### src/rtl/uart_tx_arbiter.sv
// uart_tx_arbiter
//   Shares one UART transmitter among N_REQ on-chip requesters. A round-robin
//   arbiter grants one byte at a time. The sequencer then fires a single
//   send/load pulse, waits for the UART to report frame completion, and
//   inserts an inter-frame gap. A watchdog returns the block to IDLE and sets
//   a sticky error if the UART never reports done.
//
// Ports
//   clk, rst          system clock, synchronous active-high reset
//   req_valid         per-requester byte valid (held until its ready pulse)
//   req_data          requester i byte at [i*DATA_W +: DATA_W]
//   req_ready         one-hot, 1-cycle accept pulse to the granted requester
//   uart_tx_data      latched byte; stable from ACCEPT until the next grant
//   uart_tx_send      1-cycle start pulse to the UART TX FSM
//   uart_tx_send_en   load enable, asserted together with uart_tx_send
//   uart_tx_done      1-cycle stop-bit-complete pulse; only honoured in WAIT
//   grant_id          index of the current or last granted requester
//   busy              high in every state except IDLE
//   timeout_err       sticky watchdog-abort flag, cleared by err_clr
//   err_clr           clears timeout_err (a new abort in the same cycle wins)

module uart_tx_arbiter #(
   parameter int N_REQ       = 4,
   parameter int DATA_W      = 8,
   parameter int TIMEOUT_CYC = 8192,
   parameter int GAP_CYC     = 2,
   localparam int ID_W       = (N_REQ > 1) ? $clog2(N_REQ) : 1
) (
   input  logic                      clk,
   input  logic                      rst,
   input  logic [N_REQ-1:0]          req_valid,
   input  logic [N_REQ*DATA_W-1:0]   req_data,
   output logic [N_REQ-1:0]          req_ready,
   output logic [DATA_W-1:0]         uart_tx_data,
   output logic                      uart_tx_send,
   output logic                      uart_tx_send_en,
   input  logic                      uart_tx_done,
   output logic [ID_W-1:0]           grant_id,
   output logic                      busy,
   output logic                      timeout_err,
   input  logic                      err_clr
);

   localparam int WD_W = $clog2(TIMEOUT_CYC + 1);
   // A zero-cycle gap never enters GAP; keep the counter at least one bit wide.
   localparam int GP_W = (GAP_CYC > 0) ? $clog2(GAP_CYC + 1) : 1;
   localparam logic [WD_W-1:0] WD_LAST = WD_W'(TIMEOUT_CYC - 1);
   localparam logic [GP_W-1:0] GP_LAST = (GAP_CYC > 0) ? GP_W'(GAP_CYC - 1) : '0;

   typedef enum logic [2:0] {
      S_IDLE,
      S_ACCEPT,
      S_SEND,
      S_WAIT,
      S_GAP
   } state_t;

   state_t state, state_nxt;

   logic [N_REQ-1:0][DATA_W-1:0] req_bytes;
   logic [ID_W-1:0]              last_grant;
   logic [ID_W-1:0]              sel_idx;
   logic                         sel_found;
   logic [WD_W-1:0]              wdog;
   logic [GP_W-1:0]              gap_cnt;
   logic                         wd_expire;
   logic                         gap_last;
   logic                         wait_exit;
   logic                         abort;

   assign req_bytes = req_data;
   assign wd_expire = (wdog == WD_LAST);
   assign gap_last  = (gap_cnt == GP_LAST);
   assign wait_exit = (state == S_WAIT) && (uart_tx_done || wd_expire);
   // Done and expiry in the same cycle is a normal completion.
   assign abort     = (state == S_WAIT) && !uart_tx_done && wd_expire;

   // Round-robin search starting one past the last completed grant.
   always_comb begin : arb
      sel_found = 1'b0;
      sel_idx   = '0;
      for (int k = 1; k <= N_REQ; k++) begin
         if (!sel_found && req_valid[(int'(last_grant) + k) % N_REQ]) begin
            sel_found = 1'b1;
            sel_idx   = ID_W'((int'(last_grant) + k) % N_REQ);
         end
      end
   end

   always_ff @(posedge clk) begin : state_reg
      if (rst) state <= S_IDLE;
      else     state <= state_nxt;
   end

   always_comb begin : next_state
      state_nxt = state;
      case (state)
         S_IDLE:   if (sel_found) state_nxt = S_ACCEPT;
         S_ACCEPT: state_nxt = S_SEND;
         S_SEND:   state_nxt = S_WAIT;
         S_WAIT: begin
            if (uart_tx_done)   state_nxt = (GAP_CYC > 0) ? S_GAP : S_IDLE;
            else if (wd_expire) state_nxt = S_IDLE;
         end
         S_GAP:    if (gap_last) state_nxt = S_IDLE;
         default:  state_nxt = S_IDLE;
      endcase
   end

   always_ff @(posedge clk) begin : datapath
      if (rst) begin
         last_grant   <= ID_W'(N_REQ - 1);
         grant_id     <= '0;
         uart_tx_data <= '0;
         wdog         <= '0;
         gap_cnt      <= '0;
         timeout_err  <= 1'b0;
      end else begin
         if (state == S_IDLE && sel_found) begin
            grant_id     <= sel_idx;
            uart_tx_data <= req_bytes[sel_idx];
         end

         if (state == S_SEND)      wdog <= '0;
         else if (state == S_WAIT) wdog <= wdog + 1'b1;

         // Rotation only advances once a grant has finished (or been aborted).
         if (wait_exit) last_grant <= grant_id;

         if (state != S_GAP)  gap_cnt <= '0;
         else if (!gap_last)  gap_cnt <= gap_cnt + 1'b1;

         if (abort)        timeout_err <= 1'b1;
         else if (err_clr) timeout_err <= 1'b0;
      end
   end

   // All outputs decode registered state only; req_valid never reaches req_ready.
   for (genvar i = 0; i < N_REQ; i++) begin : g_ready
      assign req_ready[i] = (state == S_ACCEPT) && (grant_id == ID_W'(i));
   end

   assign uart_tx_send    = (state == S_SEND);
   assign uart_tx_send_en = (state == S_SEND);
   assign busy            = (state != S_IDLE);

endmodule
### config.mk
export PLATFORM = sky130hd
export DESIGN_NAME = uart_tx_arbiter
export DESIGN_NICKNAME = d
export VERILOG_FILES = /design/src/rtl/uart_tx_arbiter.sv
export SDC_FILE = /design/constraint.sdc
export NUM_CORES = 1
export LEC_CHECK = 0
export ABC_AREA = 1
export BUFFER_PORTS_ARGS = -buffer_cell sky130_fd_sc_hd__buf_2
export CORE_ASPECT_RATIO = 0.9
export CORE_MARGIN = 2
export CORE_UTILIZATION = 45
export DETAILED_ROUTE_END_ITERATION = 16
export GPL_TIMING_DRIVEN = 1
export PLACE_DENSITY = 0.7
export REMOVE_ABC_BUFFERS = 1
export SYNTH_ARGS = -nofsm -noshare
export SYNTH_HDL_FRONTEND = slang
export SYNTH_SLANG_ARGS = --single-unit
### constraint.sdc
create_clock -name clk -period 3.97 [get_ports clk]
set_clock_uncertainty 0.05 [all_clocks]
set_input_delay 1.191 -clock clk [delete_from_list [all_inputs] [get_ports clk]]
set_output_delay 1.191 -clock clk [all_outputs]
set_load 0.01 [all_outputs]
* Word-level counts from Yosys, hierarchy flattened
Index checks and enable logic that the tools add are counted.
Word-level totals: flip-flop bits (word level) 32, output and inout port bits 18, input port bits 40, logic and storage cells 91
Operators by class: bitwise gates (word level) 4, muxes and demuxes 29, $add $sub $neg 6, eq/ne operators 13, reduce and logical (&&, ||, !) cells 27, $lt $le $gt $ge 5
Operator list (count):
- $bmux 8 s2 | 1
- $lt 3x4->1 const B | 4
- $pmux 3 s5 | 1
- $add 14x1->14 const B | 1
- $eq 14x13->1 const B | 1
- $mux 1 | 14
- $mux 3 | 4
- $reduce_or 2->1 | 6
- $logic_and 1x1->1 | 11
- $bmux 1 s2 | 4
- $mux 2 | 4
- $mux 8 | 1
- $add 2x1->2 const B | 3
- $eq 3x2->1 const B | 2
- $ne 3x3->1 const B | 2
- $add 2x2->2 const B | 2
- $and 1x1->1 const A | 4
- $eq 2x1->1 const B | 2
- $eq 2x2->1 const B | 2
- $logic_not 1->1 | 4
- $ne 2x2->1 const B | 2
- $eq 3x1->1 const B | 1
- $eq 3x3->1 const B | 1
- $logic_not 3->1 | 1
- 6 further kinds | 6

* Longest topological paths before layout
word-level depth 18, mapped depth 16, gate-level depth less buffers 14

* Worst setup path before layout
No wires, ideal clock.
path type input port to flip-flop, start point input req_valid[2], end point register uart_tx_data[0], arrival time 2.279 ns, data required time 3.811 ns, setup time 0.109 ns, path buffers 1, path slack 1.532 ns, stages 13, cell sequence inv_1 > nand2_2 > nand2_1 > nor2_1 > nor2_1 > nand3_4 > nand3_4 > buf_12 > nand2_2 > nand3_1 > nand3_1 > nand2_1 > inv_1
Between the ends: word-level cells in the longest chain between the ends 15, elaborated cells on any way between the ends 29, classes of those cells 22 x mux; 7 x reduce/logical
RTL lines:
- from (decl) | line 31 | input logic [N_REQ-1:0] req_valid,
- $bmux 1 s2 | line 83 | if (!sel_found && req_valid[(int'(last_grant) + k) % N_REQ]) begin
- $mux 1 (implied by the code) (2 in a row) | line 83
- $mux 1 | line 83
- $logic_not 1->1 | line 83
- $logic_and 1x1->1 | line 83
- $mux 1 | line 83
- $logic_not 1->1 | line 83
- $logic_and 1x1->1 | line 83
- $mux 1 | line 83
- $logic_not 1->1 | line 83
- $logic_and 1x1->1 | line 83
- $mux 2 | line 83
- $bmux 8 s2 | line 121 | uart_tx_data <= req_bytes[sel_idx];
- $mux 8 (implied by the code) | line 121
- to (signal assigned) | line 121
- to (decl) | line 34 | output logic [DATA_W-1:0] uart_tx_data,
Parallel ways exist; a longest one is shown, timed or not. The select of a mux whose other input is x is not followed. A chain may end at the register's enable or synchronous reset.

* Worst setup path after layout
start point input req_valid[3], end point register grant_id[0]
Between the ends: word-level cells in the longest chain between the ends 14, elaborated cells on any way between the ends 27, classes of those cells 20 x mux; 7 x reduce/logical
RTL lines:
- $bmux 1 s2 | line 83
- $mux 1 (implied by the code) (2 in a row) | line 83
- $mux 1 | line 83
- $logic_not 1->1 | line 83
- $logic_and 1x1->1 | line 83
- $mux 1 | line 83
- $logic_not 1->1 | line 83
- $logic_and 1x1->1 | line 83
- $mux 1 | line 83
- $logic_not 1->1 | line 83
- $logic_and 1x1->1 | line 83
- $mux 1 | line 83
- $logic_and 1x1->1 | line 119 | if (state == S_IDLE && sel_found) begin
- to (signal assigned) | line 120 | grant_id <= sel_idx;
- to (decl) | line 38 | output logic [ID_W-1:0] grant_id,
Parallel ways exist; a longest one is shown, timed or not. The select of a mux whose other input is x is not followed.

==> reports/results.ini <==
[outcome]
run_status = finished, final reports clean

[floorplanning]
die_area_sq_um = 5400
dieWidth_um = 77.2
start_util_pct = 47.7
pin_count = 58
core_area_sq_um = 4550
rows = 23
dieHeight_um = 69.9

[cells_and_area]
layout_commonest_cell = inv_1
nets = 439
stdcell_count = 460
most-common-layout-cells = 71 x inv_1, 60 x nand2_1, 57 x buf_2
area_delta_synth_final_pct = 17.9
multi_input_area_sq_um = 1180
drive_above_1_share_pct = 24.6
diodes = 0
n_fill_cell = 460
register_area_sq_um = 641
largest_reg_flops = 14

[sta]
finalHoldViolations = 0
period_needed_ns = 2.62
slew_headroom_pct = 62.0
rsz0062_at_grt = no
setup_violations = 0
slew_viol_final = 0
tightest_slew_ns = 0.569
max_clock_freq_ghz = 0.382
timing.final.crit_share_pct = 65.9
tns_ns = 0
hold_ws_ns = 0.429

[clock_network]
ctsResizeCount = 0
numCtsBuffers = 5
clk_path_buf_depth = 2
post_cts_buffers = 0
cts_tree = done
clkTransAtPathRegs_ns = 0.07
htree_num_levels = 2
clk_latency_ns = 0.28
postCtsHoldBufs = 0
cts_sinks = 32
cts_root_buffer = clkbuf_8

[place]
gp_congestion = 0.885
place_hpwl_um = 3600
io_buffers = 57
dp.cells = 452

[critical_path]
critical_path_class = primary input to flip-flop
cp_num_buf_inv = 3
cp.arrival_ns = 2.71
crit_top_cell = nand2_1
crit_family = simple AND/OR/NAND/NOR gates
path_cells = buf_2 > inv_1 > nand2_1 > nand2_1 > nor2_1 > nor2_1 > nand3_4 > nand2_1 > inv_1 > o21ai_0 > a21oi_1
reg2reg_setup_slack_ns = 1.69
slowest_stage = o21ai_0
startpoint_type = primary input
worstSetupEndpointType = flip-flop
slowest_delay_ns = 0.26
cp.required_ns = 4.06
cp_max_fo = 20

[detailed_routing]
via_count = 2219
viasPerCell = 4.82
wl_per_cell_um = 9.92
drc = 0
drtPass1Iterations = 4
finalWirelength_um = 4560
ant_nets = 0
drt_iter0_drc = 100

[logic_synthesis]
async_reset_ff_share_pct = 0
ys.flop_type = dfxtp_1
synth_largest_area_cell = dfxtp_1
avgSynthCellArea_sq_um = 6.35
synth_area_sq_um = 2170
syn_inst = 342
synth-warning-count = 0
synth_area_leaders = dfxtp_1 30%, inv_1 12%, nand2_1 10%
ys_types = 33
synth_edf_count = 0
synth_top_area_share_pct = 29.5
seq_area_frac_synth_pct = 29.5
ys_ff_latch = 32

[grt]
grt_pass1_vias = 1935
grt_max_degree = 21
overflow = 0
grt_use_total_pct = 17.3
grt_pass1_wl_um = 7860
antenna_found_initial = 0

[run]
drv_cap = 0

[power_and_ir_drop]
powerDensity_nw_per_um2 = 352
leakage_nw = 1.36
ir_worst_vdd_uv = 335

[hold_path]
hold_path.class = flip-flop to flip-flop

[per-layer routing]
layer	track usage, %	vias to the layer above	share of wire, %	routed length, um
met2	28.5	56	45	2060
met1	23.0	965	48	2210
met4	4.76	0	0.94	43
met5	0	-	0	0
li1	-	1194	-	-
met3	3.75	4	5.5	253
[metrics by stage]
step	instance area (sq um)	worst slack, ns	util, %	power (mW)
final	2560	1.35	56.3	0.900
after global routing	2560	1.17	56.3	0.962
after CTS	2560	1.36	56.3	0.912
after detailed placement	2470	1.09	54.2	0.655
after global placement	2470	1.12	54.2	0.651
after floorplan	2100	1.45	-	0.566
[synth_stat cells (3+ instances only)]
cell	count
nand2_2	18
nand2_4	4
nand2_1	60
o21ai_0	10
a21oi_1	17
nor3_1	5
nand4_1	21
nand3_1	34
nor2_1	37
inv_2	3
dfxtp_1	32
buf_2	5
xor2_1	3
inv_1	71
[worst register-to-register path, stage by stage, from the launching register on]
cell and delay, ns:
dfxtp_1 0.63, nand2_1 0.17, nand2_4 0.14, nand2_2 0.06, nand2_2 0.09, inv_1 0.07, nand3_4 0.19, nand2_1 0.08
inv_1 0.43, nand3_1 0.17, nand2_1 0.09, inv_1 0.03
[power by group]
| part | internal, mW | switching (mW) | leakage, nW |
|---|---|---|---|
| clock network | 0.138 | 0.115 | 0.0510 |
| registers | 0.348 | 0.0227 | 0.261 |
| logic | 0.102 | 0.174 | 1.05 |
[final cells by class]
type / instances / share of cell area, %
multi-input cells: 226 / 46.0
flip-flops and latches: 32 / 25.0
inverters: 75 / 11.2
repair buffers: 57 / 11.1
clock buffers: 6 / 3.23
well taps: 62 / 3.03
clock inverters: 2 / 0.391
[worst paths after layout]
check | end | cells after the start | startpoint
hold / removal | wdog[10] | 2 | wdog[10]
hold reg to reg | wdog[10] | 2 | wdog[10]
setup / recovery | grant_id[0] | 11 | req_valid[3]
setup reg to reg | uart_tx_data[1] | 11 | last_grant[0]
[cell families after synthesis]
| group | Yosys count | share of synthesized area [%] |
|---|---|---|
| AND/OR/NAND/NOR | 188 | 43.3 |
| adder cells (fa/ha/maj) | 2 | 1.15 |
| AO/OA/AOI/OAI | 32 | 8.07 |
| XOR/XNOR | 4 | 1.61 |
| flip-flops | 32 | 29.5 |
| buffers and inverters | 84 | 16.3 |
Note: power is estimated with default switching activity, not from simulation.
